### config.mk
export PLATFORM = sky130hd
export DESIGN_NAME = mc_controller_fsm
export DESIGN_NICKNAME = d
export VERILOG_FILES = /design/src/rtl/mc_controller_fsm.sv
export SDC_FILE = /design/constraint.sdc
export NUM_CORES = 1
export LEC_CHECK = 0
export BUFFER_PORTS_ARGS = -buffer_cell sky130_fd_sc_hd__clkbuf_2
export CAP_MARGIN = 20
export CORE_ASPECT_RATIO = 1.2
export CORE_MARGIN = 3
export CORE_UTILIZATION = 44
export CTS_BUF_LIST = sky130_fd_sc_hd__clkbuf_4
export DETAILED_ROUTE_END_ITERATION = 8
export PLACE_DENSITY = 0.75
export SYNTH_ARGS = -nofsm -noshare
export SYNTH_HDL_FRONTEND = slang
export SYNTH_SLANG_ARGS = --single-unit
### constraint.sdc
create_clock -name clk -period 1.8 [get_ports clk]
set_input_delay 0.09 -clock clk [delete_from_list [all_inputs] [get_ports clk]]
set_output_delay 0.09 -clock clk [all_outputs]
set_load 0.1 [all_outputs]
### src/rtl/mc_controller_fsm.sv
// Multicycle ARM control unit: main FSM, instruction decoder and condition logic
// merged into one block, with an optional multi-cycle MUL execute phase.
module mc_controller_fsm #(
    parameter bit          HAS_MUL     = 1'b1,
    parameter int unsigned MUL_LATENCY = 3,
    parameter int unsigned ALUCTRL_W   = 3
) (
    input  logic                 clk,
    input  logic                 reset,
    input  logic [31:4]          Instr,
    input  logic [3:0]           ALUFlags,
    output logic                 PCWrite,
    output logic                 MemWrite,
    output logic                 RegWrite,
    output logic                 IRWrite,
    output logic                 AdrSrc,
    output logic [1:0]           RegSrc,
    output logic [1:0]           ALUSrcA,
    output logic [1:0]           ALUSrcB,
    output logic [1:0]           ResultSrc,
    output logic [1:0]           ImmSrc,
    output logic [ALUCTRL_W-1:0] ALUControl,
    output logic                 Busy
);

    typedef enum logic [3:0] {
        S_FETCH, S_DECODE, S_MEMADR, S_MEMRD, S_MEMWB, S_MEMWR,
        S_EXECR, S_EXECI, S_MULEX, S_ALUWB, S_BRANCH
    } state_e;

    localparam logic [ALUCTRL_W-1:0] ALU_ADD = ALUCTRL_W'(3'b000);
    localparam logic [ALUCTRL_W-1:0] ALU_SUB = ALUCTRL_W'(3'b001);
    localparam logic [ALUCTRL_W-1:0] ALU_AND = ALUCTRL_W'(3'b010);
    localparam logic [ALUCTRL_W-1:0] ALU_ORR = ALUCTRL_W'(3'b011);
    localparam logic [ALUCTRL_W-1:0] ALU_MUL = ALUCTRL_W'(3'b100);
    localparam logic [3:0]           MUL_LOAD = 4'(MUL_LATENCY - 1);

    state_e     r_state;
    logic [3:0] r_flags;
    logic       r_cond_ex;
    logic [3:0] r_mul_cnt;

    logic [1:0]           w_op;
    logic [3:0]           w_cmd;
    logic [3:0]           w_cond;
    logic                 w_s;
    logic                 w_rd15;
    logic                 w_is_mul_pat;
    logic                 w_is_cmp;
    logic                 w_arith;
    logic                 w_cmd_ok;
    logic                 w_cond_ex;
    logic [ALUCTRL_W-1:0] w_alu_dp;
    logic                 w_unused;

    assign w_op         = Instr[27:26];
    assign w_cmd        = Instr[24:21];
    assign w_s          = Instr[20];
    assign w_cond       = Instr[31:28];
    assign w_rd15       = &Instr[15:12];
    assign w_is_mul_pat = (w_op == 2'b00) && (w_cmd == 4'b0000) && (Instr[7:4] == 4'b1001);
    assign w_is_cmp     = (w_cmd == 4'b1010);
    assign w_arith      = (w_cmd == 4'b0100) || (w_cmd == 4'b0010) || w_is_cmp;
    assign w_cmd_ok     = w_arith || (w_cmd == 4'b0000) || (w_cmd == 4'b1100);
    assign w_unused     = ^{Instr[19:16], Instr[11:8]};

    // Condition check against the flags stored by earlier flag-setting instructions.
    always_comb begin
        w_cond_ex = 1'b0;
        case (w_cond)
            4'b0000: w_cond_ex = r_flags[2];
            4'b0001: w_cond_ex = !r_flags[2];
            4'b0010: w_cond_ex = r_flags[1];
            4'b0011: w_cond_ex = !r_flags[1];
            4'b0100: w_cond_ex = r_flags[3];
            4'b0101: w_cond_ex = !r_flags[3];
            4'b0110: w_cond_ex = r_flags[0];
            4'b0111: w_cond_ex = !r_flags[0];
            4'b1000: w_cond_ex = r_flags[1] && !r_flags[2];
            4'b1001: w_cond_ex = !r_flags[1] || r_flags[2];
            4'b1010: w_cond_ex = (r_flags[3] == r_flags[0]);
            4'b1011: w_cond_ex = (r_flags[3] != r_flags[0]);
            4'b1100: w_cond_ex = !r_flags[2] && (r_flags[3] == r_flags[0]);
            4'b1101: w_cond_ex = r_flags[2] || (r_flags[3] != r_flags[0]);
            4'b1110: w_cond_ex = 1'b1;
            default: w_cond_ex = 1'b0;
        endcase
    end

    always_comb begin
        w_alu_dp = ALU_ADD;
        case (w_cmd)
            4'b0010, 4'b1010: w_alu_dp = ALU_SUB;
            4'b0000:          w_alu_dp = ALU_AND;
            4'b1100:          w_alu_dp = ALU_ORR;
            default:          w_alu_dp = ALU_ADD;
        endcase
    end

    always_ff @(posedge clk) begin
        // NOTE: non-blocking assignments keep every register update in step at the edge.
        if (reset) begin
            r_state   <= S_FETCH;
            r_flags   <= 4'b0000;
            r_cond_ex <= 1'b0;
            r_mul_cnt <= 4'd0;
        end else begin
            case (r_state)
                S_FETCH: r_state <= S_DECODE;
                S_DECODE: begin
                    r_cond_ex <= w_cond_ex;
                    case (w_op)
                        2'b01: r_state <= S_MEMADR;
                        2'b10: r_state <= S_BRANCH;
                        2'b00: begin
                            if (w_is_mul_pat) begin
                                r_state   <= HAS_MUL ? S_MULEX : S_FETCH;
                                r_mul_cnt <= MUL_LOAD;
                            end else if (!w_cmd_ok) begin
                                r_state <= S_FETCH;
                            end else begin
                                r_state <= Instr[25] ? S_EXECI : S_EXECR;
                            end
                        end
                        default: r_state <= S_FETCH;
                    endcase
                end
                S_MEMADR: r_state <= Instr[20] ? S_MEMRD : S_MEMWR;
                S_MEMRD:  r_state <= S_MEMWB;
                S_EXECR, S_EXECI: begin
                    if (r_cond_ex && (w_s || w_is_cmp)) begin
                        r_flags[3:2] <= ALUFlags[3:2];
                        if (w_arith) r_flags[1:0] <= ALUFlags[1:0];
                    end
                    r_state <= w_is_cmp ? S_FETCH : S_ALUWB;
                end
                S_MULEX: begin
                    // MUL only defines N and Z; C and V carry over.
                    if (r_mul_cnt == 4'd0) begin
                        if (r_cond_ex && w_s) r_flags[3:2] <= ALUFlags[3:2];
                        r_state <= S_ALUWB;
                    end else begin
                        r_mul_cnt <= r_mul_cnt - 4'd1;
                    end
                end
                default: r_state <= S_FETCH;
            endcase
        end
    end

    always_comb begin
        // NOTE: every output gets a default first so no path leaves a latch behind.
        PCWrite    = 1'b0;
        MemWrite   = 1'b0;
        RegWrite   = 1'b0;
        IRWrite    = 1'b0;
        AdrSrc     = 1'b0;
        ALUSrcA    = 2'b00;
        ALUSrcB    = 2'b00;
        ResultSrc  = 2'b00;
        ALUControl = ALU_ADD;
        case (r_state)
            S_FETCH: begin
                ALUSrcA   = 2'b01;
                ALUSrcB   = 2'b10;
                ResultSrc = 2'b10;
                IRWrite   = 1'b1;
                PCWrite   = 1'b1;
            end
            S_DECODE: begin
                ALUSrcA   = 2'b01;
                ALUSrcB   = 2'b10;
                ResultSrc = 2'b10;
            end
            S_MEMADR: ALUSrcB = 2'b01;
            S_MEMRD:  AdrSrc  = 1'b1;
            S_MEMWB: begin
                ResultSrc = 2'b01;
                RegWrite  = r_cond_ex;
            end
            S_MEMWR: begin
                AdrSrc   = 1'b1;
                MemWrite = r_cond_ex;
            end
            S_EXECR: ALUControl = w_alu_dp;
            S_EXECI: begin
                ALUSrcB    = 2'b01;
                ALUControl = w_alu_dp;
            end
            S_MULEX: ALUControl = ALU_MUL;
            S_ALUWB: begin
                RegWrite = r_cond_ex;
                PCWrite  = r_cond_ex && w_rd15;
            end
            S_BRANCH: begin
                ALUSrcB   = 2'b01;
                ResultSrc = 2'b10;
                PCWrite   = r_cond_ex;
            end
            default: ;
        endcase
        // Write enables are held off combinationally while reset is asserted.
        if (reset) begin
            PCWrite  = 1'b0;
            MemWrite = 1'b0;
            RegWrite = 1'b0;
            IRWrite  = 1'b0;
        end
    end

    assign Busy   = (r_state != S_FETCH);
    assign RegSrc = {w_op == 2'b01, w_op == 2'b10};
    assign ImmSrc = w_op;

endmodule

Yosys cells after proc, flatten, opt, wreduce, memory -nomap -nowiden
Index checks and enable logic that the tools add are counted.
- add/subtract/negate cells: 1
- equality and inequality tests: 39
- mux-type cells: 32
- reductions and logical operators: 37
- operator list (kind ; count):
    == test 4 bit (second input constant) ; 13
    == test 4 x 3 -> 1 bit (second input constant) ; 9
    2-to-1 mux 4 bit ; 7
    case mux 4 bit (6 select lines) ; 1
    == test 4 x 2 -> 1 bit (second input constant) ; 5
    zero test 4 bit ; 4
    case mux 1 bit (15 select lines) ; 1
    case mux 2 bit (2 select lines) ; 3
    case mux 4 bit (3 select lines) ; 1
    AND reduction 4 bit ; 3
    2-to-1 mux 1 bit ; 10
    inequality test 2 bit (second input constant) ; 5
    OR reduction 2 bit ; 5
    == test 4 x 1 -> 1 bit (second input constant) ; 2
    case mux 4 bit (2 select lines) ; 1
    logical AND 1 bit ; 7
    logical OR 1 bit ; 7
    2-to-1 mux 2 bit ; 3
    2-to-1 mux 3 bit ; 2
    case mux 2 bit (3 select lines) ; 1
    case mux 3 bit (2 select lines) ; 1
    OR reduction 3 bit ; 2
    zero test 1 bit ; 4
    nonzero test 2 bit ; 2
    10 further kinds ; 10
- bits in registers: 13
- bits of input ports: 34
- output and inout port bits: 19
- word-level logic and storage cells: 114

Longest topological paths before layout
Gate-level depths: netlist (run 1).
- depth in word-level cells: 9
- mapped depth: 8
- gate-level depth less buffers: 7

Worst setup path before layout (run 1)
Ideal clock, no wire load.
- path type: register to output
- from: register r_state[2]
- to: output RegWrite
- arrival: 3.816 ns
- required time: 1.710 ns
- setup slack: -2.106 ns
- stages on the path, launching flop included: 5
- path buffers: 1
- path through: dfxtp_1 > clkbuf_1 > nand2b_1 > o21ai_0 > nor4bb_1
- longest elaborated chain between the ends: 4
- elaborated cells on any way between the ends: 5
- classes of those cells: 2 x eq/ne; 2 x mux; 1 x reduce/logical
- ends and longest elaborated chain (element ; line ; RTL):
    start, declared ; 38 ; state_e r_state;
    start signal, assigned ; 117 ; r_state <= HAS_MUL ? S_MULEX : S_FETCH;
    start signal, assigned ; 122 ; r_state <= Instr[25] ? S_EXECI : S_EXECR;
    start signal, assigned ; 128 ; S_MEMADR: r_state <= Instr[20] ? S_MEMRD : S_MEMWR;
    == test 4 x 3 -> 1 bit / == test 4 bit (equally long branches) ; 162 ; case (r_state)
    OR reduction 2 bit (no source line) (*) ; -- ;
    2-to-1 mux 1 bit (*) ; 162 ;
    2-to-1 mux 1 bit (*) ; 203 ; if (reset) begin
    end, declared ; 14 ; output logic RegWrite,
Every way passes the cells marked *; elsewhere a longest branch is shown, timed or not.

Worst setup path in the final report (run 1)
- from: register r_state[3]
- to: output IRWrite
- longest elaborated chain between the ends: 3
- ends and longest elaborated chain (element ; line ; RTL):
    zero test 4 bit ; 162 ;
    2-to-1 mux 1 bit ; 162 ;
    2-to-1 mux 1 bit ; 203 ;
    end, declared ; 15 ; output logic IRWrite,
No other way between the ends.

==> flow_results.org, run 1 <==
** Setup path
- Startpoint class of the critical path :: flip-flop
- Critical path class :: flip-flop to output pin
- The worst register-to-register path begins at r_state[1].
- The largest single stage delay on the critical path is 0.40 ns.
- The most critical setup path has its startpoint at r_state[3].
- In this run the register-to-register setup slack is 0.04 ns.
- On the critical path, the stage with the largest delay is an instance of or3_4.
- Arr. time, crit path :: 1.75 ns
- Measured in cells, the most critical reg-to-reg path has a length of 6.
- The critical path ends at IRWrite.
- Walking the worst path, the cells encountered are buf_6, or2_4, or3_4, nor2_4, buf_12.
- Kind of end point of the critical path :: output pin
- At the worst endpoint, the required time is 1.71 ns.
- Worst reg2reg endpoint :: r_flags[2]
- In this run the worst path has a maximum fanout of 5.

** Route
- Vias per cell :: 5.822
- The first detailed-routing pass ran for 4 iterations.
- After detailed routing, the number of remaining DRC violations is 0.
- The detailed router finished its first iteration with 46 violations.
- Final antenna-violating net count :: 0
- The detailed router placed 1,438 vias in this run.
- The final layout contains routed wiring with a total length of 3906 µm.
- Detailed-route wire length per cell :: 15.81 µm

** Finish
- Most common library cell in the layout ignoring fill and taps :: clkbuf_2
- Top library cells by usage in the layout, fill and taps aside :: clkbuf_2, nor2_1, buf_4
- Fraction of final layout cells sized beyond drive strength 1 :: 49.07%
- Antenna diode count :: 0
- Area of all placed cells without fillers :: 1962 µm²
- Total Nets Final :: 251
- Register Area :: 274.0 µm²
- Area growth from synthesis to final layout :: 64.53%
- The layout has 180 filler cells.
- Area of the multi-input gates :: 1044 µm²

** Timing
- The number of hold-slack violations in the final timing report was 0.
- Setup repair after global routing missed its margin :: true
- Peak Freq :: 0.5430 GHz
- Measured slew at the worst slew-check pin :: 0.5471 ns
- Setup WS post-layout :: -0.04178 ns
- Worst hold slack :: 0.04566 ns
- Minimum period implied by the final worst setup slack :: 1.842 ns
- The number of pins exceeding their max-slew limit in the final report came to 0.
- Summed over all failing endpoints, the final setup total negative slack is -0.07943 ns.
- Clock Skew :: 0.003542 ns
- Of the available clock period, the critical path in the final layout requires 102.3%.
- Headroom to the max-slew limit came out at 63.68%.
- Setup violation total in the final timing report :: 2

** GRT
- Global routing finished with a remaining overflow of 0.
- Entering global routing, the biggest net connects 17 pins.
- Wire length of the first global-routing pass :: 6085 µm
- Total global routing track utilization :: 23.10%
- Vias in the first global route :: 1,404
- The initial antenna violation count was 0.

** Placement
- Once detailed placement completed, the half-perimeter wirelength came to 2598 µm.
- IO Port Bufs :: 43
- Weighted congestion reported at the end of routability-driven placement :: 0.9297
- Placed Instance Area :: 1743 µm²

** Logic synthesis
- Number of synthesized register bits :: 13
- Sequential area share after synthesis :: 21.83%
- Number of synthesized flops with an enable pin :: 0
- In the post-synthesis netlist, the biggest area contributors are dfxtp_1, nor2_1, xor2_1.
- Count of unique library cells instantiated by Yosys :: 50
- Top flip-flop cell by instance count after synthesis :: dfxtp_1
- Counting every instance in the synthesized netlist gives 160.
- Count of yosys warnings during synthesis :: 0
- Summed over its instances, the top area cell type makes up 21.83% of the synthesized netlist area.
- In this run the cell area of the synthesized design comes to 1192 µm².
- Share of synthesized flip-flops with an asynchronous set or reset :: 0%
- Averaged over all synthesized cells, the footprint is 7.452 µm².
- The synthesized design spends more area on one cell type than any other, namely dfxtp_1.
- Number of nets in the synthesized netlist :: 196

** Clocking
- In this run the number of H-tree levels came out at 1.
- Latest clock arrival within the worst-skew pair :: 0.28 ns
- TritonCTS clock tree :: built
- CTS Buf Count :: 3
- In this run the clock root is driven by a clkbuf_4.
- After clock tree synthesis, the clock-pin slew on the worst setup and hold paths is 0.09 ns.
- TritonCTS Sinks :: 13
- Clock Tree Buf Depth :: 2

** Run
- The tool flagged a number of max-cap violations equal to 0.

** Power
- In this run the static leakage power is 0.7704 nW.
- VDD sags by at most 588.2 µV.
- Power spread over the standard cell area amounts to 743.9 nW/µm².

** Outcome
- The checks that failed: setup timing.
- The run finished, with violations left.

** Floorplanning
- In this run the horizontal extent of the chip is 53.52 µm.
- Die footprint :: 3373 µm²
- Core region area :: 2552 µm²
- Effective utilization at floorplan :: 46.72%
- Row cnt :: 20
- DIE HEIGHT :: 63.03 µm
- I/O pin count :: 53

** Hold path
- Hold depth :: 3
- Min-Delay Path Class :: input pin to flip-flop
[critical path: cells and delay by family (launching register included)]
family / cells / cell delay, ns
and+or+nand+nor: 3 / 0.78
buffers and inverters: 2 / 0.31
DFF: 1 / 0.37
[area by class of cell]
class,count,share of cell area [%]
Clock inverter,1,0.2551
Tap cell,33,2.105
Sequential cell,13,13.97
Timing Repair Buffer,62,27.93
Inverter,4,1.403
Multi-Input combinational cell,131,53.19
Clock buffer,3,1.148
[synth_stat cells, types with 6 or more instances]
cell type / instances
a21oi_1: 9
clkbuf_1: 6
dfxtp_1: 13
nand2_1: 8
nand2b_1: 7
nor2_1: 23
nor2b_1: 7
nor3_1: 7
o21ai_0: 6
xor2_1: 7
[per-layer routing]
layer  vias to the layer above  track usage [%]  share of wire (%)  routed length [µm]
li1                        687                -                  -                   -
met1                       684            27.33                 38                1494
met2                        59            40.64                 54                2121
met3                         8            2.625                5.8                 226
met4                         0            8.626                1.6                  63
met5                         -                0                  0                   0
[sequential cells by signal, indices dropped and copies added (netlist names)]
signal	flops
r_flags	4
r_mul_cnt	4
r_state	4
r_cond_ex	1
[where the power goes]
group	total (W)	switching (W)	internal [W]
sequential	0.000330	0.0000258	0.000304
clock	0.000190	0.000108	0.0000823
combinational	0.000939	0.000598	0.000341
[through the flow]
stage / utilization (%) / total power [W] / cells / setup slack (ns)
final: 76.86 / 0.001460 / 247 / -0.04178
after detailed placement: 68.28 / 0.001194 / 233 / -0.02645
after floorplan: - / 0.0009679 / 160 / -0.2393
after global placement: 68.28 / 0.001183 / 233 / 0.07058
after global routing: 76.86 / 0.001519 / 247 / -0.08328
after CTS: 73.63 / 0.001406 / 245 / 0.001862
[cell families after synthesis]
logic type,Yosys count,share of synthesized area [%]
adder cells (fa/ha/maj),2,2.098
other,1,0.3145
buffers and inverters,16,7.030
AO/OA/AOI/OAI,33,17.84
multiplexers,4,3.358
AND/OR/NAND/NOR,82,40.92
flip-flops,13,21.83
XOR/XNOR,9,6.611
[how the worst min path moves through the flow]
stage | endpoint | from | slack [ns]
2_1_floorplan | r_flags[0] | ALUFlags[0] | 0.24
3_3_place_gp | r_flags[0] | ALUFlags[0] | 0.33
3_5_place_dp | r_flags[0] | ALUFlags[0] | 0.34
4_1_cts | r_flags[3] | ALUFlags[3] | 0.05
5_1_grt | r_flags[3] | ALUFlags[3] | 0.04
6_report | r_flags[0] | ALUFlags[0] | 0.05
[what timing repair did]
item / CTS / global route
endpoints found under the setup margin: 6 / 13
pin swaps: 6 / 9
hold buffers: 0 / 0
cloned: 1 / 0
buffers inserted: 7 / 3
resized for setup: 15 / 15
(Power assumes the default switching activity.)
==> inputs of run 2 (changes only) <==
==> constraint.sdc (replaced) <==
create_clock -name clk -period 1.8 [get_ports clk]
set_input_delay 0.36 -clock clk [delete_from_list [all_inputs] [get_ports clk]]
set_output_delay 0.36 -clock clk [all_outputs]
set_load 0.1 [all_outputs]
==> run 2 against run 1 <==
Effect of this change: the flow still finishes with violations (setup timing); cell area up 9.5%; utilization up 7.3 points; non-clock buffer count up 6; die area unchanged; global-route usage up 2.0 points; sequential share of layout area down 1.3 points; cell count up 2.4%; via count up 4.6%; fmax down 6.5%; register-to-register slack worse by 0.09 ns; routed wire length up 15%; clock skew up 0.0026 ns; critical endpoint is now PCWrite; largest power group unchanged.
==> flow_results.org, run 2 (same netlist as run 1, synthesis figures left out) <==
** Outcome
- The flow ran to the end, but the final reports show violations.
- Violated checks :: setup timing

** GRT
- Pin count of the biggest net entering global routing :: 11
- The first global-routing pass estimated 6458 µm of wire.
- Grt met2 use :: 44.79%
- Total global routing track utilization :: 25.07%
- GR met3 Demand/Resource :: 2.148%
- The global routing stage identified its most utilized layer as met2.
- Gr ovfl total :: 0
- Initial antenna violation count :: 0
- Global routing met1 resource utilization :: 27.76%
- Vias in the first global route :: 1,511

** Route
- For this run, the detailed router's first-pass iteration total came to 4.
- Detailed-route wire length per cell :: 17.77 µm
- Drt initial violations :: 72
- Vias after detailed routing :: 1,504
- DRC violation count after routing :: 0
- The count of nets left with antenna violations once routing finished came out at 0.
- For this block, the routed nets add up to 4495 µm of wire.
- Using the TritonRoute via totals, the vias-per-cell ratio works out to 5.945.

** Clocking
- TritonCTS clock tree :: built
- Latest clock arrival within the worst-skew pair :: 0.28 ns
- In this run, post-CTS hold repair placed 0 buffers.
- TritonCTS Sinks :: 13
- The clock passes through at most 2 buffers.
- Maximum level of the CTS H-tree :: 1
- In this run the clock root is driven by a clkbuf_4.
- TritonCTS created 3 clock buffers.
- After clock tree synthesis, the clock-pin slew on the worst setup and hold paths is 0.09 ns.

** Placement
- Weighted congestion reported at the end of routability-driven placement :: 0.9001
- IO Port Bufs :: 43
- Half-perimeter wire length after placement :: 2751 µm
- Cell total after placement :: 238
- Worst slack at placement :: -0.05044 ns

** Run
- Across the run, the number of max-cap violations was 0.

** Floorplanning
- The die is 53.52 µm wide.
- Core region area :: 2552 µm²
- The initial utilization of the core area, before any placement, comes to 46.72%.
- I/O pin count :: 53
- The die covers 3373 µm².
- In this run the vertical extent of the chip is 63.03 µm.
- Row cnt :: 20

** Setup path
- Startpoint class of the critical path :: flip-flop
- Number of buffers and inverters on the critical path :: 2
- The critical path is of the flip-flop to output pin type.
- Delay-heaviest family, CP :: flip-flops
- Arr. time, crit path :: 1.61 ns
- The most numerous cell type found on the critical path is buf_12.
- The slowest stage of the critical path is the dfxtp_4 cell.
- Worst-path maximum fanout :: 10
- At the worst endpoint, the required time is 1.44 ns.
- CP max stage delay :: 0.39 ns
- Kind of end point of the critical path :: output pin
- Walking the worst path, the cells encountered are buf_12, nand4b_1, o22a_1, nor3_4, buf_12.
- Setup slack on the worst flop-to-flop path :: -0.05 ns

** Hold path
- The path class of the tightest hold or removal check is input pin to flip-flop.

** Timing
- Clock Skew :: 0.006169 ns
- The number of hold-slack violations in the final timing report came to 0.
- For the pin with the worst max-slew slack, the measured transition is 0.5384 ns.
- Share of the cycle needed by the critical path after routing :: 109.5%
- Setup repair after global routing could not meet its margin everywhere.
- The worst pin sits at a relative slew slack of 64.26%.
- Setup WS post-layout :: -0.1702 ns
- Static timing analysis puts the maximum clock frequency at 0.5076 GHz.
- The number of pins exceeding their max-slew limit in the final report is 0.
- Setup violation total in the final timing report :: 9
- The smallest clock period supported by the final layout is computed as 1.970 ns.

** Finish
- The top cell types in the final layout, fill and taps aside, are clkbuf_2, nor2_1, buf_12.
- Most common library cell in the layout ignoring fill and taps :: clkbuf_2
- Fin cells :: 253
- Total Nets Final :: 257
- Registers with the highest flip-flop counts :: r_flags (4), r_mul_cnt (4), r_state (4)
- Cells with a size suffix above 1 make up 50.91% of the layout.
- Antenna diode count :: 0
- Area growth from synthesis to final layout :: 80.17%

** Power
- Net switching is 48.51% of the power.
- The internal portion of the total power is 0.0008194 W.
- The analysis attributes to cell leakage a power of 0.8534 nW.
- Power spread over the standard cell area amounts to 740.8 nW/µm².
- Per report_power, the combinational group accounts for 66.3% of the total.
- After layout, the design draws a total of 0.001592 W.
- Clock power share :: 12.9%
- For this design the total switching power over the nets is 0.0007721 W.
- Across the VDD grid, the largest voltage drop is 549.9 µV.
- Part of the total power dissipated in sequential elements :: 20.8%
[run 2: cell count changes in the layout (fill, tap and decap cells not counted), sizes merged]
cell / delta
clkbuf: -2
clkinv: -1
buf: +9
[run 2: metrics by stage]
| step | hold slack (ns) | setup TNS, ns | util, % | cell area [µm²] |
|---|---|---|---|---|
| 2_1_floorplan | 0.4607 | -1.862 | - | 1369 |
| 3_3_place_gp | 0.4873 | 0 | 73.48 | 1876 |
| 3_5_place_dp | 0.5040 | -0.07622 | 73.48 | 1876 |
| 4_1_cts | 0.3225 | -0.5038 | 78.77 | 2011 |
| 5_1_grt | 0.3071 | -1.459 | 84.17 | 2148 |
| 6_report | 0.3210 | -0.7462 | 84.17 | 2148 |
[run 2: worst paths after layout]
kind / start / to / cells past startpoint
hold reg to reg: r_flags[3] / r_flags[3] / 2
setup reg to reg: r_state[1] / r_flags[2] / 7
setup / recovery: r_state[1] / PCWrite / 5
hold / removal: ALUFlags[3] / r_flags[3] / 3
[run 2: routing by layer]
metal	part of all wire, %	up-vias	wire [µm]
met5	0	-	0
met4	3.6	0	161
met3	7.2	22	322
met2	54	84	2433
met1	35	707	1578
li1	-	691	-
[run 2: repair_timing]
action | 4_1_cts | 5_1_grt
setup endpoints to repair | 15 | 21
buffers inserted | 7 | 5
gates resized for setup | 17 | 20
endpoints found under the hold margin | 0 | 0
pin swaps | 4 | 12
[run 2: final cells by class]
type / count / area [µm²]
clock buffer: 4 / 30.03
fill: 150 / 404.1
inverter: 4 / 27.53
multi-input combinational: 131 / 1087
sequential: 13 / 272.8
tap: 33 / 41.29
timing repair buffer: 68 / 689.4
[run 2: power groups by stage]
stage               logic [W]  clock network, W  registers, W
global route          0.00109          0.000226      0.000331
floorplan            0.000642                 0      0.000325
finish                0.00106          0.000205      0.000331
detailed placement   0.000940                 0      0.000333
global placement     0.000925                 0      0.000331
CTS                  0.000976          0.000198      0.000323
[run 2: tightest hold or removal path, cell delays in order]
cell	delay, ns
clkbuf_2	0.08
nand3_1	0.05
a21oi_1	0.06
